### src/rtl/fifo_rd_stream.sv
// Read-side stream controller for the synchronous FIFO: issues reads, absorbs the
// 1-cycle read latency in a 2-entry buffer. Optional counter: FIFO_RD_WORD_CNT_EN.
module fifo_rd_stream #(
    parameter int DATA_WIDTH = 8,
    parameter int CNT_WIDTH  = 16
) (
    input  logic                  clk,
    input  logic                  rst_n,
    input  logic                  enable,
    input  logic                  fifo_empty,
    input  logic [DATA_WIDTH-1:0] fifo_data,
    output logic                  fifo_r_en,
    output logic                  m_valid,
    input  logic                  m_ready,
    output logic [DATA_WIDTH-1:0] m_data,
    output logic                  busy,
`ifdef FIFO_RD_WORD_CNT_EN
    output logic [CNT_WIDTH-1:0]  rd_word_cnt,
`endif
    output logic [1:0]            dbg_state
);

    // Handshake: a word transfers on a rising edge where m_valid & m_ready; while
    // m_valid is high and m_ready low, m_data holds and m_valid stays high.

    typedef enum logic [1:0] {
        IDLE  = 2'd0,
        RUN   = 2'd1,
        FLUSH = 2'd2
    } state_t;

    state_t                state, state_nxt;
    logic [DATA_WIDTH-1:0] buf_mem [2];
    logic                  head, tail;
    logic [1:0]            occ;
    logic                  rd_pend;
    logic                  pop;
    logic [2:0]            credit_used;

    assign m_valid   = (occ != 2'd0);
    assign pop       = m_valid & m_ready;
    assign m_data    = m_valid ? buf_mem[head] : '0;
    assign busy      = rd_pend | (occ != 2'd0);
    assign dbg_state = state;

    // A word leaving this cycle frees a slot, so m_ready feeds fifo_r_en directly.
    assign credit_used = {1'b0, occ} + {2'b00, rd_pend};
    assign fifo_r_en   = (state == RUN) & enable & ~fifo_empty &
                         (credit_used < (3'd2 + {2'b00, pop}));

    always_comb begin
        state_nxt = state;
        case (state)
            IDLE:    if (enable) state_nxt = RUN;
            RUN:     if (!enable) state_nxt = FLUSH;
            FLUSH: begin
                if (occ == 2'd0 && !rd_pend) state_nxt = IDLE;
                else if (enable)             state_nxt = RUN;
            end
            default: state_nxt = IDLE;
        endcase
    end

    always_ff @(posedge clk or negedge rst_n) begin
        if (!rst_n) begin
            state      <= IDLE;
            rd_pend    <= 1'b0;
            occ        <= 2'd0;
            head       <= 1'b0;
            tail       <= 1'b0;
            buf_mem[0] <= '0;
            buf_mem[1] <= '0;
        end else begin
            state   <= state_nxt;
            rd_pend <= fifo_r_en;
            if (rd_pend) begin
                buf_mem[tail] <= fifo_data;
                tail          <= ~tail;
            end
            if (pop) head <= ~head;
            occ <= occ + {1'b0, rd_pend} - {1'b0, pop};
        end
    end

`ifdef FIFO_RD_WORD_CNT_EN
    always_ff @(posedge clk or negedge rst_n) begin
        if (!rst_n)   rd_word_cnt <= '0;
        else if (pop) rd_word_cnt <= rd_word_cnt + 1'b1;
    end
`endif

endmodule
### config.mk
export PLATFORM = sky130hd
export DESIGN_NAME = fifo_rd_stream
export DESIGN_NICKNAME = d
export VERILOG_FILES = /design/src/rtl/fifo_rd_stream.sv
export SDC_FILE = /design/constraint.sdc
export NUM_CORES = 1
export LEC_CHECK = 0
export ABC_AREA = 1
export BUFFER_PORTS_ARGS = -buffer_cell sky130_fd_sc_hd__buf_4
export CAP_MARGIN = 40
export CELL_PAD_IN_SITES_DETAIL_PLACEMENT = 0
export CELL_PAD_IN_SITES_GLOBAL_PLACEMENT = 1
export CORE_MARGIN = 5
export CORE_UTILIZATION = 41
export DETAILED_ROUTE_END_ITERATION = 10
export HOLD_SLACK_MARGIN = 0.02
export MAX_ROUTING_LAYER = met4
export PLACE_DENSITY_LB_ADDON = 0.1
export SYNTH_ARGS = -nofsm -noshare
export SYNTH_HDL_FRONTEND = slang
export SYNTH_SLANG_ARGS = --single-unit
export TNS_END_PERCENT = 100
### constraint.sdc
create_clock -name clk -period 3.3 [get_ports clk]
set_input_delay 0.825 -clock clk [delete_from_list [all_inputs] [get_ports clk]]
set_output_delay 0.825 -clock clk [all_outputs]
set_load 0.1 [all_outputs]
==> results of run 1 <==
layer usage:
layer | vias to the layer above | wire, µm
met5 | - | 0
met2 | 30 | 1060
li1 | 458 | -
met4 | 0 | 19
met3 | 2 | 135
met1 | 410 | 1110
area by class of cell:
cell class / count / area, µm²
fillers: 268 / 1360
clock buffers: 4 / 26.3
flip-flops and latches: 23 / 576
well taps: 31 / 38.8
repair buffers: 25 / 188
inverters: 21 / 78.8
multi-input cells: 84 / 443
sequential cells by signal, indices dropped and copies added (netlist names):
signal and count:
rd_pend 1, head 1, occ 2, tail 1
dbg_state 2, buf_mem 16
worst min-delay path by stage:
stage,endpoint,depth (start not counted),slack (ps)
2_1_floorplan,buf_mem[6],2,450
3_3_place_gp,buf_mem[10],2,460
3_5_place_dp,buf_mem[11],2,470
4_1_cts,occ[1],1,390
5_1_grt,occ[1],1,390
6_report,occ[1],1,390
logic make-up after synthesis:
group	share of synthesized area [%]
AND/OR/NAND/NOR	17.4
AO/OA/AOI/OAI	14.6
buffers and inverters	10.5
flip-flops	50.8
adder cells (fa/ha/maj)	4.42
XOR/XNOR	2.32
critical path: stages (launching register included):
cell and delay, ps:
dfrtp_1 450, ha_1 220, ha_1 180, inv_1 50, nand3_1 80, a21oi_2 130
buf_4 300
cell usage after synthesis (all sizes together):
| library cell | number | share of area [%] |
|---|---|---|
| nor2 | 5 | 1.9 |
| a21oi | 11 | 4.9 |
| or2 | 1 | 0.55 |
| ha | 4 | 4.4 |
| nand3 | 2 | 0.88 |
| xnor2 | 1 | 0.77 |
| nand2 | 42 | 14 |
| dfrtp | 23 | 51 |
| inv | 21 | 7.0 |
| xor2 | 2 | 1.5 |
| o21ai | 16 | 9.7 |
| buf | 3 | 3.2 |
| clkbuf | 1 | 0.33 |
metrics by stage:
stage / cells / hold slack, ps / setup WS, ps / util, %
after floorplan: 132 / 453 / 188 / -
after global placement: 184 / 463 / 932 / 48.8
after detailed placement: 184 / 469 / 911 / 48.8
after CTS: 188 / 385 / 711 / 49.8
after global routing: 188 / 385 / 614 / 49.8
final: 188 / 390 / 744 / 49.8
cell usage in the layout, fill, tap and decap left out:
cell	count
nand2_1	41
o21ai_2	8
a21oi_1	10
o21ai_0	8
inv_2	1
xor2_1	2
nand3_1	2
xnor2_1	1
inv_1	20
nand2_2	1
a21oi_2	1
ha_1	4
dfrtp_1	23
clkbuf_4	3
or2_1	1
nor2_2	1
nor2_1	4
buf_4	25
clkbuf_1	1
==> impl_metrics.json, run 1 <==
{
  "fmax_mhz": 391,
  "grt_util_all_layers_pct": 13.1,
  "rows": 19,
  "htree_levels": 1,
  "r2r-start": "occ[1]",
  "vias": 900,
  "worstSetupPathType": "register to output port",
  "gr-total-overflow": 0,
  "nets": 175,
  "diodes": 0,
  "post_cts_buffers": 0,
  "clk_pin_slew_ps": 120,
  "start_kind": "register",
  "worstPathArrival_ps": 1730,
  "syn_avg_cell_area_um2": 8.59,
  "yosys_register_bits": 23,
  "cts_resized": 0,
  "die_w_um": 62.6,
  "detail-route-antenna-nets": 0,
  "syn_to_final_growth_pct": 19.1,
  "ys.warnings.count": 0,
  "cts_tree": "yes",
  "finalMaxSlewViolations": 0,
  "use_met2_pct": 19.9,
  "start_util_pct": 41.8,
  "hold_buffers": 0,
  "antenna_found_initial": 0,
  "r2r_cells": 8,
  "grt_setup_unrepaired": "no",
  "use_met3_pct": 2.34,
  "wl_per_cell_um": 12.3,
  "routed_via_density": 4.79,
  "root_buffer": "clkbuf_4",
  "placed_area_um2": 1320,
  "worst-path-max-fanout": 4,
  "gp_congestion": 0.708,
  "cts.sinks": 23,
  "design_area_um2": 1350,
  "finalWirelength_um": 2320,
  "cp-endpoint": "fifo_r_en",
  "worstMarginPinSlew_ps": 763,
  "drtPass1Iterations": 4,
  "busiest_layer": "met2",
  "grt_pass1_wl_um": 4040,
  "hp-class": "input pin to async pin",
  "post-route-min-period_ps": 2560,
  "worstSetupStartpoint": "occ[0]",
  "fin_setup_tns_ps": 0,
  "dp_hpwl_um": 1620,
  "required_ps": 2470,
  "grt_start_max_net_pins": 24,
  "ys_seq_area_share_pct": 50.8,
  "cts_made_buffers": 3,
  "grt_pass1_vias": 906,
  "layout-drive-gt1-share_pct": 25.5,
  "drc_errors": 0,
  "clk-insertion-delay-late_ps": 310,
  "reg2reg_to": "occ[1]",
  "io-pin-count": 26,
  "timing.final.crit_share_pct": 77.5,
  "die_y_um": 62.6,
  "final-setup-viol-count": 0,
  "syn_nets": 149,
  "outcome": "complete, no violations",
  "skew_ps": 2.59,
  "use_met1_pct": 16.6,
  "ff2ff_setup_slack_ps": 1510,
  "dieArea_um2": 3920,
  "slew_headroom_pct": 49.1,
  "hold_viol": 0,
  "cp-end-kind": "output port",
  "maxCapViolCount": 0,
  "syn_inst": 132,
  "drt_iter0_markers": 48,
  "cts.path.max_buffers": 2,
  "core_area_um2": 2710,
  "synth.distinct_cells": 19,
  "synth_area_um2": 1130,
  "io_buffer_count": 25
}
Power of run 1 is not shown: default switching activity piles up to over one toggle a cycle in this logic, so the estimate is an artifact.
==> inputs of run 2 (changes only) <==
--- a/config.mk
+++ b/config.mk
@@ -11,7 +11,7 @@
 export CELL_PAD_IN_SITES_DETAIL_PLACEMENT = 0
 export CELL_PAD_IN_SITES_GLOBAL_PLACEMENT = 1
 export CORE_MARGIN = 5
-export CORE_UTILIZATION = 41
+export CORE_UTILIZATION = 35
 export DETAILED_ROUTE_END_ITERATION = 10
 export HOLD_SLACK_MARGIN = 0.02
 export MAX_ROUTING_LAYER = met4
==> constraint.sdc (replaced) <==
create_clock -name clk -period 2.1 [get_ports clk]
set_input_delay 0.525 -clock clk [delete_from_list [all_inputs] [get_ports clk]]
set_output_delay 0.525 -clock clk [all_outputs]
set_load 0.1 [all_outputs]
==> impl_metrics.json, run 2 (synthesis gave the netlist of run 1 again) <==
{
  "root_buffer": "clkbuf_4",
  "io-pin-count": 26,
  "grt_pass1_vias": 899,
  "gp_congestion": 0.718,
  "gr-total-overflow": 0,
  "syn_to_final_growth_pct": 33.1,
  "largest_reg_flops": 16,
  "outcome": "complete, no violations",
  "fmax_mhz": 480,
  "design_area_um2": 1510,
  "hold_buffers": 0,
  "drc_errors": 0,
  "start_util_pct": 36.8,
  "grt_setup_unrepaired": "yes",
  "antenna_found_initial": 0,
  "skew_ps": 0.888,
  "rows": 20,
  "grt_start_max_net_pins": 24,
  "slew_headroom_pct": 65.5,
  "nets": 182,
  "drtPass1Iterations": 4,
  "grt_pass1_wl_um": 4140,
  "diodes": 0,
  "cts_tree": "yes",
  "post-route-min-period_ps": 2090,
  "cts.sinks": 23,
  "finalWirelength_um": 2370,
  "worstMarginPinSlew_ps": 517,
  "timing.final.crit_share_pct": 99.3,
  "mostFrequentLayoutCell": "nand2_1",
  "die_w_um": 66.9,
  "timing.hold.ws_ps": 88.7,
  "core_area_um2": 3080,
  "routed_via_density": 4.42,
  "worstPathArrival_ps": 1560,
  "worst-path-max-fanout": 2,
  "placed_area_um2": 1430,
  "htree_levels": 1,
  "final-setup-viol-count": 0,
  "layout-drive-gt1-share_pct": 39.0,
  "drt_iter0_markers": 32,
  "io_buffer_count": 25,
  "worstSetupPathType": "register to output port",
  "clk-insertion-delay-late_ps": 300,
  "maxCapViolCount": 0,
  "cts.path.max_buffers": 2,
  "hold_viol": 0,
  "dp_hpwl_um": 1680,
  "largest-register": "buf_mem",
  "grt_util_all_layers_pct": 12.7,
  "finalMaxSlewViolations": 0,
  "dieArea_um2": 4480,
  "final_cell_mix": "40 x nand2_1, 30 x buf_4, 20 x dfrtp_1, 18 x inv_1",
  "wl_per_cell_um": 11.4,
  "detail-route-antenna-nets": 0,
  "required_ps": 1570,
  "hp-class": "input pin to async pin",
  "cp-end-kind": "output port",
  "cts_made_buffers": 3,
  "die_y_um": 66.9,
  "clk_pin_slew_ps": 120,
  "start_kind": "register",
  "vias": 920
}
-- run 2: changes by cell type in the layout (fill, tap and decap cells not counted), moves of 2 or more --
| cell | delta |
|---|---|
| a21oi_1 | -8 |
| inv_2 | +2 |
| a21oi_4 | +3 |
| dfrtp_1 | -3 |
| ha_2 | +2 |
| buf_4 | +5 |
| dfrtp_2 | +3 |
| inv_1 | -2 |
| a21oi_2 | +5 |
| ha_1 | -2 |
-- run 2: layout make-up --
| class | count | area, µm² |
|---|---|---|
| flip-flops and latches | 23 | 579 |
| well taps | 44 | 55.1 |
| multi-input cells | 84 | 513 |
| clock buffers | 4 | 26.3 |
| fillers | 310 | 1570 |
| repair buffers | 32 | 256 |
| inverters | 21 | 78.8 |
-- run 2: per-stage QoR --
step | cells | util [%] | setup TNS, ps | worst slack (ps)
floorplan | 132 | - | -415 | -59.2
global placement | 201 | 46.5 | 0 | 217
detailed placement | 201 | 46.5 | 0 | 159
CTS | 208 | 48.9 | 0 | 3.51
global route | 208 | 49.0 | -55.5 | -55.5
finish | 208 | 49.0 | 0 | 14.9
-- run 2: metal layers --
metal	GRT usage, %	vias up	part of all wire (%)
met2	19.3	13	49
met5	-	-	0
li1	-	471	-
met3	4.05	2	3.3
met1	16.8	434	47
met4	2.28	0	0.76
-- run 2: final timing paths --
kind,start,end,slack (ps),depth (start not counted)
max in group asynchronous,rst_n,dbg_state[0],1770,1
worst min-delay path,rst_n,occ[1],90,1
worst max-delay path,occ[0],fifo_r_en,10,6
min in group clk,enable,dbg_state[1],360,2
worst min register to register,dbg_state[1],dbg_state[0],490,1
worst max register to register,occ[0],occ[1],440,10
-- run 2: what timing repair did --
action / in CTS / in global routing
buffers inserted: 3 / 0
endpoints found under the hold margin: 0 / 0
gates resized for setup: 7 / 3
pin swaps: 1 / 1
setup endpoints to repair: 1 / 7
-- run 2: worst max-delay path, stage by stage, from the launching register on --
cell,delay (ps)
dfrtp_1,410
ha_2,180
ha_2,170
inv_2,50
nand3_2,90
a21oi_4,170
buf_12,190
Power of run 2 is left out for the same reason.
==> inputs of run 3 (changes only) <==
--- a/config.mk
+++ b/config.mk
@@ -5,13 +5,12 @@
 export SDC_FILE = /design/constraint.sdc
 export NUM_CORES = 1
 export LEC_CHECK = 0
-export ABC_AREA = 1
 export BUFFER_PORTS_ARGS = -buffer_cell sky130_fd_sc_hd__buf_4
 export CAP_MARGIN = 40
 export CELL_PAD_IN_SITES_DETAIL_PLACEMENT = 0
 export CELL_PAD_IN_SITES_GLOBAL_PLACEMENT = 1
 export CORE_MARGIN = 5
-export CORE_UTILIZATION = 35
+export CORE_UTILIZATION = 36
 export DETAILED_ROUTE_END_ITERATION = 10
 export HOLD_SLACK_MARGIN = 0.02
 export MAX_ROUTING_LAYER = met4
==> impl_metrics.json, run 3 <==
{
  "reg2reg_to": "occ[1]",
  "cts.sinks": 23,
  "grt_pass1_wl_um": 3660,
  "largest-register": "buf_mem",
  "mostFrequentLayoutCell": "buf_4",
  "synth_edf_count": 0,
  "drc_errors": 0,
  "nets": 134,
  "worstSetupPathType": "register to output port",
  "cts_tree": "yes",
  "skew_ps": 5.37,
  "ys_seq_area_share_pct": 54.6,
  "ys.warnings.count": 0,
  "cts_made_buffers": 3,
  "slowest_delay_ps": 410,
  "final_cell_mix": "29 x buf_4, 21 x dfrtp_1, 16 x mux2_2, 8 x mux2i_1, 8 x nor2_2",
  "syn_to_final_growth_pct": 33.5,
  "worst-path-max-fanout": 2,
  "ff2ff_setup_slack_ps": 290,
  "drt_iter0_markers": 3,
  "drtPass1Iterations": 2,
  "detail-route-antenna-nets": 0,
  "synth_common_cells": "23 x dfrtp_1, 16 x mux2_2, 10 x nor2_1",
  "grt_pass1_vias": 820,
  "critPathSlowestCell": "dfrtp_1",
  "worstSetupStartpoint": "occ[0]",
  "gr-total-overflow": 0,
  "slew_headroom_pct": 79.9,
  "start_kind": "register",
  "setup_ws_ps": -35.7,
  "timing.final.crit_share_pct": 102,
  "required_ps": 1570,
  "crit_buf_inv": 1,
  "synth_top_cell_by_area": "dfrtp_1",
  "start_util_pct": 37.9,
  "clk-insertion-delay-late_ps": 310,
  "syn_avg_cell_area_um2": 12.8,
  "r2r_cells": 9,
  "synth_top_flop_cell": "dfrtp_1",
  "gp_congestion": 0.685,
  "nFillCells": 264,
  "hp-class": "input pin to async pin",
  "worstPathArrival_ps": 1610,
  "core_area_um2": 2780,
  "die_y_um": 64.1,
  "finalMaxSlewViolations": 0,
  "synth.distinct_cells": 20,
  "grt_util_all_layers_pct": 11.6,
  "r2r-start": "occ[0]",
  "die_w_um": 64.1,
  "cpLargestDelayFamily": "adder cells",
  "diodes": 0,
  "final-setup-viol-count": 1,
  "yosysMostFrequentCell": "dfrtp_1",
  "cts.path.max_buffers": 2,
  "synth_top_area_share_pct": 54.6,
  "io-pin-count": 26,
  "dp.cells": 142,
  "antenna_found_initial": 0,
  "syn_nets": 99,
  "grt_start_max_net_pins": 24,
  "synthArstFlopShare_pct": 100,
  "hold_viol": 0,
  "dieArea_um2": 4110,
  "crit_chain": "ha_2, ha_4, o21ai_2, and4b_2, buf_12",
  "maxCapViolCount": 0,
  "synth_area_um2": 1050,
  "syn_inst": 82,
  "fmax_mhz": 468,
  "worstMarginPinSlew_ps": 301,
  "post-route-min-period_ps": 2140,
  "io_buffer_count": 25,
  "layoutNonFillerInstCount": 147,
  "yosys_register_bits": 23,
  "routed_via_density": 4.93,
  "outcome": "finished, violations left",
  "timing.hold.ws_ps": 88.4,
  "grt_setup_unrepaired": "yes",
  "cp-end-kind": "output port",
  "rows": 19,
  "root_buffer": "clkbuf_4",
  "vias": 724,
  "wl_per_cell_um": 14.1,
  "finalWirelength_um": 2070,
  "clk_pin_slew_ps": 130,
  "synth.top_cells.by_area": "dfrtp_1 55%, mux2_2 17%, mux2i_1 7.6%",
  "htree_levels": 1,
  "violations": "setup timing",
  "largest_reg_flops": 16,
  "layout-drive-gt1-share_pct": 58.6,
  "dp_hpwl_um": 1540
}
## run 3: changes by cell type in the layout (fill, tap and decap cells not counted), moves of 2 or more
| cell | previous run | this run |
|---|---|---|
| inv_1 | 18 | 4 |
| nand2_1 | 40 | 1 |
| nor2_2 | 1 | 8 |
| a21oi_2 | 6 | 0 |
| mux2i_1 | 0 | 8 |
| o21ai_0 | 8 | 0 |
| mux2_2 | 0 | 16 |
| o21ai_2 | 8 | 1 |
| xnor2_1 | 1 | 3 |
| nor2_1 | 4 | 2 |
| a21oi_4 | 3 | 0 |
| inv_2 | 3 | 1 |
## run 3: cell families (layout without fill, tap and decap cells)
kind of cell	Yosys count	after routing	share of synthesized area, %
simple gates	17	17	8.20
buf+inv	6	40	2.26
compound gates	4	4	2.14
flops	23	23	54.6
xor+xnor	4	4	3.33
fa+ha+maj	4	4	4.75
mux	24	24	24.7
## run 3: worst max-delay path by stage
stage                end  slack (ps)  depth (start not counted)
4_1_cts        fifo_r_en         -90                          5
3_5_place_dp   fifo_r_en         100                          5
6_report       fifo_r_en         -40                          5
3_3_place_gp   fifo_r_en         130                          5
2_1_floorplan  fifo_r_en        -140                          2
5_1_grt        fifo_r_en        -130                          5
## run 3: layer usage
metal | wire length (µm) | track usage [%] | vias up
met4 | 13 | 3.82 | 0
met1 | 882 | 14.4 | 358
li1 | - | - | 350
met3 | 82 | 1.93 | 2
met5 | 0 | - | -
met2 | 1090 | 19.1 | 14
## run 3: final cells by class
| cell class | count | area [µm²] | share of cell area [%] |
|---|---|---|---|
| clock inverter | 1 | 5.00 | 0.356 |
| tap | 31 | 38.8 | 2.76 |
| inverter | 5 | 18.8 | 1.33 |
| sequential | 23 | 578 | 41.1 |
| clock buffer | 3 | 22.5 | 1.60 |
| timing repair buffer | 31 | 249 | 17.7 |
| multi-input combinational | 53 | 494 | 35.1 |
## run 3: stage by stage
stage,setup TNS [ps],utilization [%],cell area (µm²),setup WS (ps)
after floorplan,-144,-,1070,-144
after global placement,0,48.0,1330,130
after detailed placement,0,48.0,1330,101
after CTS,-91.8,50.2,1400,-91.8
after global routing,-129,50.6,1410,-129
final,-35.7,50.6,1410,-35.7
## run 3: what timing repair did
action,CTS,global route
buffers inserted,1,0
hold buffers,0,0
endpoints found under the setup margin,1,5
pin swaps,2,2
gates resized for setup,6,5
Power of run 3 is left out for the same reason.
